File: src/rtl/au_pkg.sv
// Shared definitions for the AU sequencer: op/operand-select codes, the instruction
// header layout and the FSM state encoding.
package au_pkg;

  typedef enum logic [1:0] {
    OP_ADD = 2'b00,
    OP_SUB = 2'b01,
    OP_MUL = 2'b10,
    OP_DIV = 2'b11
  } op_e;

  typedef enum logic [1:0] {
    Y_S   = 2'b00,
    Y_IMM = 2'b01,
    Y_INV = 2'b10,
    Y_RSV = 2'b11
  } ysel_e;

  // Instruction word = {last, op, ysel, rd, ra, rb}; the register fields follow the header.
  localparam int OP_W   = 2;
  localparam int YSEL_W = 2;
  localparam int HDR_W  = 1 + OP_W + YSEL_W;

  typedef enum logic [2:0] {
    S_IDLE,
    S_FETCH,
    S_DECODE,
    S_ISSUE,
    S_WAIT_FIX,
    S_WB,
    S_WAIT_DONE,
    S_NEXT
  } state_e;

  typedef struct packed {
    logic  last;
    op_e   op;
    ysel_e ysel;
    logic  is_long;
  } ctrl_t;

  // DIV always uses the reciprocal path; the reserved select falls back to S.
  function automatic ysel_e decode_ysel(op_e op, ysel_e ysel);
    if (op == OP_DIV) return Y_INV;
    if (ysel == Y_RSV) return Y_S;
    return ysel;
  endfunction

  // Anything that goes through the AU reciprocal unit has data-dependent latency.
  function automatic logic is_long_op(op_e op, ysel_e ysel_dec);
    return (op == OP_DIV) || (op == OP_MUL && ysel_dec == Y_INV);
  endfunction

endpackage

File: src/rtl/au_sequencer_if.sv
// Start/done handshake and operand bus between the sequencer (master) and the AU (slave).
interface au_sequencer_if
  import au_pkg::*;
#(
  parameter int W = 24
);
  logic         au_start;
  op_e          au_op_sel;
  ysel_e        au_mul_y_sel;
  logic [W-1:0] au_R;
  logic [W-1:0] au_S;
  logic [W-1:0] au_Iimm;
  logic [W-1:0] au_result;
  logic         au_done;
  logic         au_busy;

  modport master (
    output au_start, au_op_sel, au_mul_y_sel, au_R, au_S, au_Iimm,
    input  au_result, au_done, au_busy
  );

  modport slave (
    input  au_start, au_op_sel, au_mul_y_sel, au_R, au_S, au_Iimm,
    output au_result, au_done, au_busy
  );
endinterface

File: src/rtl/au_regfile.sv
// Operand register file: one write port, two instruction read ports, one host read port,
// plus a fixed tap on the top entry, which serves as the immediate register.
module au_regfile #(
  parameter int W    = 24,
  parameter int RA_W = 4
) (
  input  logic            clk,
  input  logic            rst_n,
  input  logic            we,
  input  logic [RA_W-1:0] waddr,
  input  logic [W-1:0]    wdata,
  input  logic [RA_W-1:0] ra_addr,
  output logic [W-1:0]    ra_data,
  input  logic [RA_W-1:0] rb_addr,
  output logic [W-1:0]    rb_data,
  input  logic [RA_W-1:0] host_addr,
  output logic [W-1:0]    host_data,
  output logic [W-1:0]    imm_data
);
  localparam int NREG = 2 ** RA_W;

  logic [W-1:0] mem [NREG];

  // NOTE: every entry is a real flop with async reset so a reset leaves a known all-zero
  // file; this cannot map onto a RAM macro, which is acceptable at 16 entries.
  always_ff @(posedge clk or negedge rst_n) begin
    if (!rst_n) begin
      for (int i = 0; i < NREG; i++) mem[i] <= '0;
    end else if (we) begin
      mem[waddr] <= wdata;
    end
  end

  assign ra_data   = mem[ra_addr];
  assign rb_data   = mem[rb_addr];
  assign host_data = mem[host_addr];
  assign imm_data  = mem[NREG-1];

endmodule

File: src/rtl/au_sequencer.sv
// Micro-program sequencer for the AU: fetches from a synchronous ROM, latches operands,
// issues one start pulse per instruction and writes the result back to the register file.
module au_sequencer
  import au_pkg::*;
#(
  parameter int W       = 24,
  parameter int FRAC    = 14,
  parameter int RA_W    = 4,
  parameter int PC_W    = 6,
  parameter int TIMEOUT = 64
) (
  input  logic                    clk,
  input  logic                    rst_n,
  input  logic                    go,
  output logic                    busy,
  output logic                    prog_done,
  output logic                    err,
  output logic [PC_W-1:0]         instr_addr,
  input  logic [HDR_W+3*RA_W-1:0] instr_data,
  input  logic                    host_we,
  input  logic [RA_W-1:0]         host_addr,
  input  logic [W-1:0]            host_wdata,
  output logic [W-1:0]            host_rdata,
  au_sequencer_if.master          au
);
  localparam int IW = HDR_W + 3 * RA_W;
  localparam int TW = $clog2(TIMEOUT + 1);

  // The sequencer only moves words around; FRAC must still describe a legal Q format.
  if (FRAC < 0 || FRAC >= W) begin : g_bad_frac
    $error("au_sequencer: FRAC must lie in [0, W-1]");
  end

  state_e          state_q, state_d;
  logic [PC_W-1:0] pc_q;
  logic            err_q;
  logic [TW-1:0]   wait_cnt_q;
  ctrl_t           ctrl_q;
  logic [RA_W-1:0] rd_q;
  logic [W-1:0]    r_q, s_q, imm_q;

  // Decode of the ROM word, valid while in DECODE.
  ctrl_t           dec_ctrl;
  logic [RA_W-1:0] dec_rd, dec_ra, dec_rb;
  op_e             dec_op;
  ysel_e           dec_ysel;

  assign dec_op   = op_e'(instr_data[IW-2 -: OP_W]);
  assign dec_ysel = decode_ysel(dec_op, ysel_e'(instr_data[IW-4 -: YSEL_W]));
  assign dec_rd   = instr_data[2*RA_W +: RA_W];
  assign dec_ra   = instr_data[RA_W +: RA_W];
  assign dec_rb   = instr_data[0 +: RA_W];
  assign dec_ctrl = '{last:    instr_data[IW-1],
                      op:      dec_op,
                      ysel:    dec_ysel,
                      is_long: is_long_op(dec_op, dec_ysel)};

  // Register file: host owns the write port in IDLE, writeback owns it otherwise.
  logic         rf_we;
  logic [RA_W-1:0] rf_waddr;
  logic [W-1:0] rf_wdata, rf_ra_data, rf_rb_data, rf_imm_data;
  logic         in_idle, wb_fix, wb_long, timeout_hit, prog_end;

  assign in_idle     = (state_q == S_IDLE);
  assign wb_fix      = (state_q == S_WB);
  assign wb_long     = (state_q == S_WAIT_DONE) && au.au_done;
  assign timeout_hit = (wait_cnt_q == TW'(TIMEOUT - 1));
  assign prog_end    = ctrl_q.last || (pc_q == {PC_W{1'b1}});

  assign rf_we    = (in_idle && host_we) || wb_fix || wb_long;
  assign rf_waddr = in_idle ? host_addr  : rd_q;
  assign rf_wdata = in_idle ? host_wdata : au.au_result;

  au_regfile #(
    .W    (W),
    .RA_W (RA_W)
  ) u_regfile (
    .clk       (clk),
    .rst_n     (rst_n),
    .we        (rf_we),
    .waddr     (rf_waddr),
    .wdata     (rf_wdata),
    .ra_addr   (dec_ra),
    .ra_data   (rf_ra_data),
    .rb_addr   (dec_rb),
    .rb_data   (rf_rb_data),
    .host_addr (host_addr),
    .host_data (host_rdata),
    .imm_data  (rf_imm_data)
  );

  // NOTE: every signal written here gets a default first so no path leaves it unassigned,
  // which would otherwise infer a latch.
  always_comb begin
    state_d   = state_q;
    prog_done = 1'b0;
    unique case (state_q)
      S_IDLE:     if (go) state_d = S_FETCH;
      S_FETCH:    state_d = S_DECODE;
      S_DECODE:   state_d = S_ISSUE;
      S_ISSUE:    state_d = ctrl_q.is_long ? S_WAIT_DONE : S_WAIT_FIX;
      S_WAIT_FIX: state_d = S_WB;
      S_WB:       state_d = S_NEXT;
      S_WAIT_DONE: begin
        if (au.au_done) begin
          state_d = S_NEXT;
        end else if (timeout_hit) begin
          state_d   = S_IDLE;
          prog_done = 1'b1;
        end
      end
      S_NEXT: begin
        if (prog_end) begin
          state_d   = S_IDLE;
          prog_done = 1'b1;
        end else begin
          state_d = S_FETCH;
        end
      end
      default: state_d = S_IDLE;
    endcase
  end

  // NOTE: all state updates use non-blocking assignments so every flop samples the
  // pre-edge values regardless of statement order.
  always_ff @(posedge clk or negedge rst_n) begin
    if (!rst_n) begin
      state_q    <= S_IDLE;
      pc_q       <= '0;
      err_q      <= 1'b0;
      wait_cnt_q <= '0;
    end else begin
      state_q <= state_d;
      if (in_idle && go) begin
        pc_q  <= '0;
        err_q <= 1'b0;
      end else if (state_q == S_NEXT && !prog_end) begin
        pc_q <= pc_q + 1'b1;
      end
      if (state_q == S_WAIT_DONE && !au.au_done && timeout_hit) err_q <= 1'b1;
      if (state_q == S_ISSUE) wait_cnt_q <= '0;
      else if (state_q == S_WAIT_DONE) wait_cnt_q <= wait_cnt_q + 1'b1;
    end
  end

  // Operands and controls are captured once per instruction and held until the next DECODE,
  // so rd may alias ra/rb without a hazard.
  always_ff @(posedge clk or negedge rst_n) begin
    if (!rst_n) begin
      ctrl_q <= '{last: 1'b0, op: OP_ADD, ysel: Y_S, is_long: 1'b0};
      rd_q   <= '0;
      r_q    <= '0;
      s_q    <= '0;
      imm_q  <= '0;
    end else if (state_q == S_DECODE) begin
      ctrl_q <= dec_ctrl;
      rd_q   <= dec_rd;
      r_q    <= rf_ra_data;
      s_q    <= rf_rb_data;
      imm_q  <= rf_imm_data;
    end
  end

  assign busy       = !in_idle;
  assign err        = err_q;
  assign instr_addr = pc_q;

  assign au.au_start     = (state_q == S_ISSUE);
  assign au.au_op_sel    = ctrl_q.op;
  assign au.au_mul_y_sel = ctrl_q.ysel;
  assign au.au_R         = r_q;
  assign au.au_S         = s_q;
  assign au.au_Iimm      = imm_q;

  // au_busy is observable on the bus but the sequencer relies on au_done alone.
  logic unused_au_busy;
  assign unused_au_busy = au.au_busy;

endmodule
File: src/flat_wrapper.sv
// flat-port wrapper written by rule: the top's interface ports become plain ports
module au_sequencer_flat import au_pkg::*;
#(
  parameter int W       = 24,
  parameter int FRAC    = 14,
  parameter int RA_W    = 4,
  parameter int PC_W    = 6,
  parameter int TIMEOUT = 64
)
  (clk, rst_n, go, busy, prog_done, err, instr_addr, instr_data, host_we, host_addr, host_wdata, host_rdata, au_au_start, au_au_op_sel, au_au_mul_y_sel, au_au_R, au_au_S, au_au_Iimm, au_au_result, au_au_done, au_au_busy);
  au_sequencer_if #(.W(W)) au_i ();
  input  logic clk;
  input  logic rst_n;
  input  logic go;
  output logic busy;
  output logic prog_done;
  output logic err;
  output logic [PC_W-1:0] instr_addr;
  input  logic [HDR_W+3*RA_W-1:0] instr_data;
  input  logic host_we;
  input  logic [RA_W-1:0] host_addr;
  input  logic [W-1:0] host_wdata;
  output logic [W-1:0] host_rdata;
  output wire logic [$bits(au_i.au_start)-1:0] au_au_start;
  output wire logic [$bits(au_i.au_op_sel)-1:0] au_au_op_sel;
  output wire logic [$bits(au_i.au_mul_y_sel)-1:0] au_au_mul_y_sel;
  output wire logic [$bits(au_i.au_R)-1:0] au_au_R;
  output wire logic [$bits(au_i.au_S)-1:0] au_au_S;
  output wire logic [$bits(au_i.au_Iimm)-1:0] au_au_Iimm;
  input wire logic [$bits(au_i.au_result)-1:0] au_au_result;
  input wire logic [$bits(au_i.au_done)-1:0] au_au_done;
  input wire logic [$bits(au_i.au_busy)-1:0] au_au_busy;
  assign au_au_start = au_i.au_start;
  assign au_au_op_sel = au_i.au_op_sel;
  assign au_au_mul_y_sel = au_i.au_mul_y_sel;
  assign au_au_R = au_i.au_R;
  assign au_au_S = au_i.au_S;
  assign au_au_Iimm = au_i.au_Iimm;
  assign au_i.au_result = au_au_result;
  assign au_i.au_done = au_au_done;
  assign au_i.au_busy = au_au_busy;
  au_sequencer #(.W(W), .FRAC(FRAC), .RA_W(RA_W), .PC_W(PC_W), .TIMEOUT(TIMEOUT)) u_core (.clk(clk), .rst_n(rst_n), .go(go), .busy(busy), .prog_done(prog_done), .err(err), .instr_addr(instr_addr), .instr_data(instr_data), .host_we(host_we), .host_addr(host_addr), .host_wdata(host_wdata), .host_rdata(host_rdata), .au(au_i));
endmodule
File: config.mk
export PLATFORM = sky130hd
export DESIGN_NAME = au_sequencer_flat
export DESIGN_NICKNAME = d
export VERILOG_FILES = /design/src/rtl/au_pkg.sv /design/src/rtl/au_sequencer_if.sv /design/src/rtl/au_regfile.sv /design/src/rtl/au_sequencer.sv /design/src/flat_wrapper.sv
export SDC_FILE = /design/constraint.sdc
export NUM_CORES = 1
export LEC_CHECK = 0
export CAP_MARGIN = 25
export CORE_ASPECT_RATIO = 1.4
export CORE_MARGIN = 8
export CORE_UTILIZATION = 29
export CTS_CLUSTER_SIZE = 10
export DETAILED_ROUTE_END_ITERATION = 10
export SLEW_MARGIN = 20
export SYNTH_ARGS = -nofsm -noshare
export SYNTH_HDL_FRONTEND = slang
export SYNTH_SLANG_ARGS = --single-unit
File: constraint.sdc
create_clock -name clk -period 2.5 [get_ports clk]
set_clock_uncertainty 0.2 [all_clocks]
set_input_delay 0.25 -clock clk [delete_from_list [all_inputs] [get_ports clk]]
set_output_delay 0.25 -clock clk [all_outputs]
set_load 0.05 [all_outputs]
After elaboration in Yosys (flattened, before gate mapping)
Cells that the tools add are included.
Widths: inputs -> output; s select.
Cells by class
  $add $sub $neg: 2
  magnitude comparators: 5
  equality and inequality tests: 15
  mux-type cells: 37
  bitwise gates (word level): 4
  reduce and logical (&&, ||, !) cells: 20
Operators by type and width (count)
  $bwmux 384: 1
  $bmux 24 s4: 3
  $mux 24: 8
  $demux 24 s4: 1
  $pmux 3 s8: 1
  $ge 5x5->1 const B: 4
  $not 4->5: 4
  $mux 7: 2
  $eq 3x3->1 const B: 4
  $mux 6: 2
  $mux 2: 5
  $mux 1: 9
  $mux 3: 3
  $eq 2x2->1 const B: 4
  $logic_and 1x1->1: 8
  $add 7x1->7 const B: 1
  $eq 7x6->1 const B: 1
  $add 6x1->6 const B: 1
  $eq 3x2->1 const B: 2
  $eq 6x6->1 const B: 1
  $reduce_bool 2->1: 3
  $lt 5x1->1 const B: 1
  $logic_or 1x1->1: 4
  $mux 4: 1
  other kinds (7): 9
Storage, ports and cells
  register bits: 483
  input bits: 75
  output and inout port bits: 110
  word-level logic and storage cells: 111

Longest topological paths before layout
  word-level depth: 8
  gate-level depth with buffers: 9
  depth with buffers taken out: 5

By module
Synthesis repeated with hierarchy kept, for this count alone.
Unflattened totals
  cells, all modules: 1811
  area total of the unflattened synthesis: 27231.1 um^2
Modules (own cells, without submodules)
  au_regfile: times used 1, cells each 1493, area each 22854.4 um^2, sequential area each 9609.2 um^2
  au_sequencer: times used 1, cells each 318, area each 4376.7 um^2, sequential area each 2477.4 um^2

Least setup slack after synthesis
Ideal clock, no wire load.
  path type: input port to output port
  from: input port host_addr[0]
  to: output port host_rdata[8]
  arrival time: 1938 ps
  required time: 2050 ps
  path slack: 112 ps
  cell stages on the path: 3
  buffers on the path: 1
  cell sequence: buf_1 mux4_2 mux4_2
Between the ends
  longest elaborated chain between the ends: 4
Ends and longest elaborated chain
  from (decl): RTL line flat_wrapper.sv:21  | input logic [RA_W-1:0] host_addr;
  $not 4->5 (implied by the code): RTL line au_regfile.sv:36  | assign host_data = mem[host_addr];
  $bmux 24 s4: RTL line au_regfile.sv:36
  $mux 24 (implied by the code) (2 in a row): RTL line au_regfile.sv:36
  to (decl): RTL line flat_wrapper.sv:23  | output logic [W-1:0] host_rdata;
No other way between the ends. The select of a mux whose other input is x is not followed.

Worst setup path in the final report
  from: register u_core.u_regfile.mem[214] in the netlist's numbering
  to: output port host_rdata[22]
Between the ends
  longest elaborated chain between the ends: 3
Ends and longest elaborated chain
  from (decl): RTL line au_regfile.sv:22  | logic [W-1:0] mem [NREG];
  from (signal, indexed assignment): RTL line au_regfile.sv:30  | mem[waddr] <= wdata;
  $bmux 24 s4: RTL line au_regfile.sv:36
  $mux 24 (implied by the code) (2 in a row): RTL line au_regfile.sv:36
No other way between the ends. The select of a mux whose other input is x is not followed.

==> impl_metrics.ini <==
[power_and_ir_drop]
p_comb_share_pct = 46.1
powerDensity_nw_per_um2 = 1120
clockPowerShare_pct = 18.6
p_switching_uw = 15500
p_int_uw = 24000
leakage_uw = 0.0155
ir_worst_vdd_mv = 0.558
pwr-share-seq_pct = 35.3
switching_share_pct = 39.4

[floorplanning]
core_area_um2 = 95200
io_pins = 185
rows = 134
initial_utilization_pct = 29.2
die_w_um = 278
die_area_um2 = 106000
die_height_um = 383

[detailed_routing]
vias_per_cell = 5.72
drt_first_pass_iters = 5
drt-initial-drc-count = 1980
wirelength_um = 102000
postRouteAntennaNets = 0
vias = 20800
wire_per_inst_um = 28.1
post-route-drc-count = 0

[synthesis]
avgSynthCellArea_um2 = 13.8
yosysWarnings = 0
synth-edff-count = 0
synthArstFlopShare_pct = 100
syn_nets = 2094
syn-cell-area_um2 = 27900
seq_area_frac_synth_pct = 43.4
ys_seq_elements = 483
syn_inst = 2017
synthFlopType = dfrtp_1
synth_cell_types = 53

[sta]
min_period_over_period_pct = 110
setup_viol = 25
setup_slack_ns = -0.244
hold_violations = 0
fin_crit_ns = 2.74
timing_worst_slew_pin_value_ns = 0.720
grt_setup_unrepaired = true
slew_violations = 0
fmax_ghz = 0.364
relSlewSlack_pct = 52.0

[placed_design]
gp_congestion = 0.884
place_inst = 3399
place_ws_ns = -0.310
port_buffers = 183
dp_hpwl_um = 67500

[final_layout]
area_growth_pct = 26.3
drive_gt1_share_pct = 39.5
register_area_um2 = 12100
instances_no_fill = 3635
nNetsFinal = 2476
nFillCells = 8964
antenna_cells = 0
multiInputGateArea_um2 = 14900

[clocking]
numCtsBuffers = 55
cts-root-buf = clkbuf_16
clockBufferDepth = 3
clock_latency_ns = 0.63
cts_htree_levels = 2
clock_sinks = 483
path_clk_slew_ns = 0.06
cts_tree = done

[setup_path]
end_kind = output pin
startpoint_type = register
cp.arrival_ns = 2.29
critPathKind = register to output pin
cp_max_fo = 4
cp_data_required_time_ns = 2.05

[grt]
track_usage_pct = 18.6
grt_pass1_wl_um = 150000
grt_max_degree = 67
grt_pass1_vias = 22100
antenna_found_initial = 0
grt-ovfl-total = 0

[status]
status = finished with violations
violations = setup timing

[run]
maxCapViolations = 0

[min_path]
hp-class = input pin to async pin
==> worst paths after layout <==
| check | from | end | slack, ns | cells after the start |
|---|---|---|---|---|
| min reg2reg | u_core.au.au_Iimm[11]$_DFFE_PN0P_ | u_core.au.au_Iimm[11]$_DFFE_PN0P_ | 0.27 | 2 |
| max | u_core.u_regfile.mem[214]$_DFFE_PN0P_ | host_rdata[22] | -0.24 | 3 |
| max reg2reg | u_core.state_q[1]$_DFFE_PN0P_ | u_core.u_regfile.imm_data[23]$_DFFE_PN0P_ | 0.12 | 7 |
| min | rst_n | u_core.au.au_mul_y_sel[0]$_DFFE_PN0P_ | 0.004 | 2 |
| min in group clk | instr_data[8] | u_core.rd_q[0]$_DFFE_PN0P_ | 0.03 | 3 |
| max in group asynchronous | rst_n | u_core.u_regfile.mem[94]$_DFFE_PN0P_ | 1.28 | 3 |
==> cell type report <==
type	instances	area share, %
inverters	6	0.0711
clock buffers	66	4.09
well taps	1224	4.35
multi-input cells	1337	42.3
repair buffers	516	14.7
flip-flops and latches	483	34.4
clock inverters	3	0.167
==> sequential cells by signal, summed over array words and instances, names as in the netlist <==
name                       count
u_core.au.au_Iimm             24
u_core.au.au_R                24
u_core.au.au_S                24
u_core.au.au_mul_y_sel         2
u_core.au.au_op_sel            2
u_core.ctrl_q                  2
u_core.err                     1
u_core.instr_addr              6
u_core.rd_q                    4
u_core.state_q                 3
u_core.u_regfile.imm_data     24
u_core.u_regfile.mem         360
u_core.wait_cnt_q              7
==> synth_stat cells, types with 2 or more instances <==
master | number | area, um2
mux2i_1 | 214 | 2140
a22oi_1 | 85 | 638
o211ai_1 | 4 | 30.0
a311oi_1 | 2 | 17.5
inv_1 | 5 | 18.8
buf_6 | 8 | 90.1
nand2_1 | 184 | 691
buf_1 | 10 | 37.5
a221oi_1 | 23 | 201
clkbuf_1 | 82 | 308
mux4_2 | 231 | 5200
a22o_1 | 3 | 26.3
a21oi_1 | 5 | 25.0
a22oi_4 | 9 | 191
mux2_1 | 142 | 1600
nand4_1 | 17 | 106
a22oi_2 | 6 | 75.1
nand3_1 | 27 | 135
a31o_2 | 2 | 17.5
ha_1 | 2 | 25.0
mux2_2 | 251 | 2830
nand3b_1 | 2 | 15.0
buf_2 | 61 | 305
nor2_1 | 15 | 56.3
buf_4 | 30 | 225
and3_1 | 2 | 12.5
and3b_1 | 2 | 17.5
dfrtp_1 | 483 | 12100
and2_1 | 3 | 18.8
o21ai_0 | 56 | 280
a32oi_1 | 16 | 140
nor2b_1 | 14 | 87.6
==> power groups by stage <==
stage / clock network (uW) / registers, uW / logic, uW
final: 7350 / 13900 / 18200
after global routing: 7740 / 14200 / 19400
after CTS: 7510 / 13800 / 17700
after detailed placement: 0 / 14300 / 15900
after global placement: 0 / 14000 / 15600
after floorplan: 0 / 14400 / 9690
==> critical path: stages, from the launching register on <==
cell and delay, ns:
dfrtp_1 0.41, mux4_2 0.48, mux4_2 0.57, buf_6 0.20
==> through the flow <==
stage | util [%] | cell area, um2 | TNS, ns | hold slack [ns] | power, uW
after detailed placement | 33.8 | 32200 | -97.04 | 0.0811 | 30200
after floorplan | - | 27900 | 0 | -0.246 | 24100
after CTS | 36.5 | 34700 | -5.34 | 0.00251 | 39000
after global placement | 33.8 | 32200 | -94.80 | 0.0821 | 29600
after global routing | 36.9 | 35200 | -5.72 | 0.0210 | 41300
final | 36.9 | 35200 | -4.56 | 0.00375 | 39500
==> layer usage <==
| layer | global-route usage (%) | up-vias | wire [um] |
|---|---|---|---|
| li1 | - | 8539 | - |
| met4 | 10.5 | 0 | 6300 |
| met3 | 3.98 | 333 | 7040 |
| met5 | 0 | - | 0 |
| met2 | 31.5 | 982 | 50200 |
| met1 | 21.8 | 10900 | 38600 |
==> logic make-up after synthesis <==
| family | Yosys count | share of synthesized area [%] |
|---|---|---|
| flops | 483 | 43.4 |
| fa+ha+maj | 2 | 0.0898 |
| simple gates | 277 | 4.47 |
| xor+xnor | 1 | 0.0314 |
| mux | 838 | 42.3 |
| buf+inv | 197 | 3.55 |
| compound gates | 219 | 6.21 |
==> cells in the final DEF, fill, tap and decap left out, drive strengths merged, types with 3 or more instances in the layout <==
| master | instances |
|---|---|
| nor2b | 14 |
| nor2 | 15 |
| nand2 | 185 |
| mux2 | 393 |
| dfrtp | 483 |
| a221oi | 23 |
| a21oi | 6 |
| o21ai | 57 |
| mux2i | 214 |
| o211ai | 4 |
| nand3 | 27 |
| clkdlybuf4s50 | 145 |
| mux4 | 231 |
| dlygate4sd3 | 7 |
| buf | 363 |
| a22oi | 100 |
| inv | 8 |
| a22o | 3 |
| and2 | 3 |
| a32oi | 16 |
| a311oi | 3 |
| nand4 | 17 |
| clkbuf | 67 |
==> repair_timing <==
item / 4_1_cts / 5_1_grt
pin swaps: 1 / 5
resized for setup: 49 / 7
setup endpoints to repair: 321 / 253
hold buffers: 7 / 0
setup buffers: 105 / 55
hold endpoints to repair: 471 / 0
(Power assumes the default switching activity.)
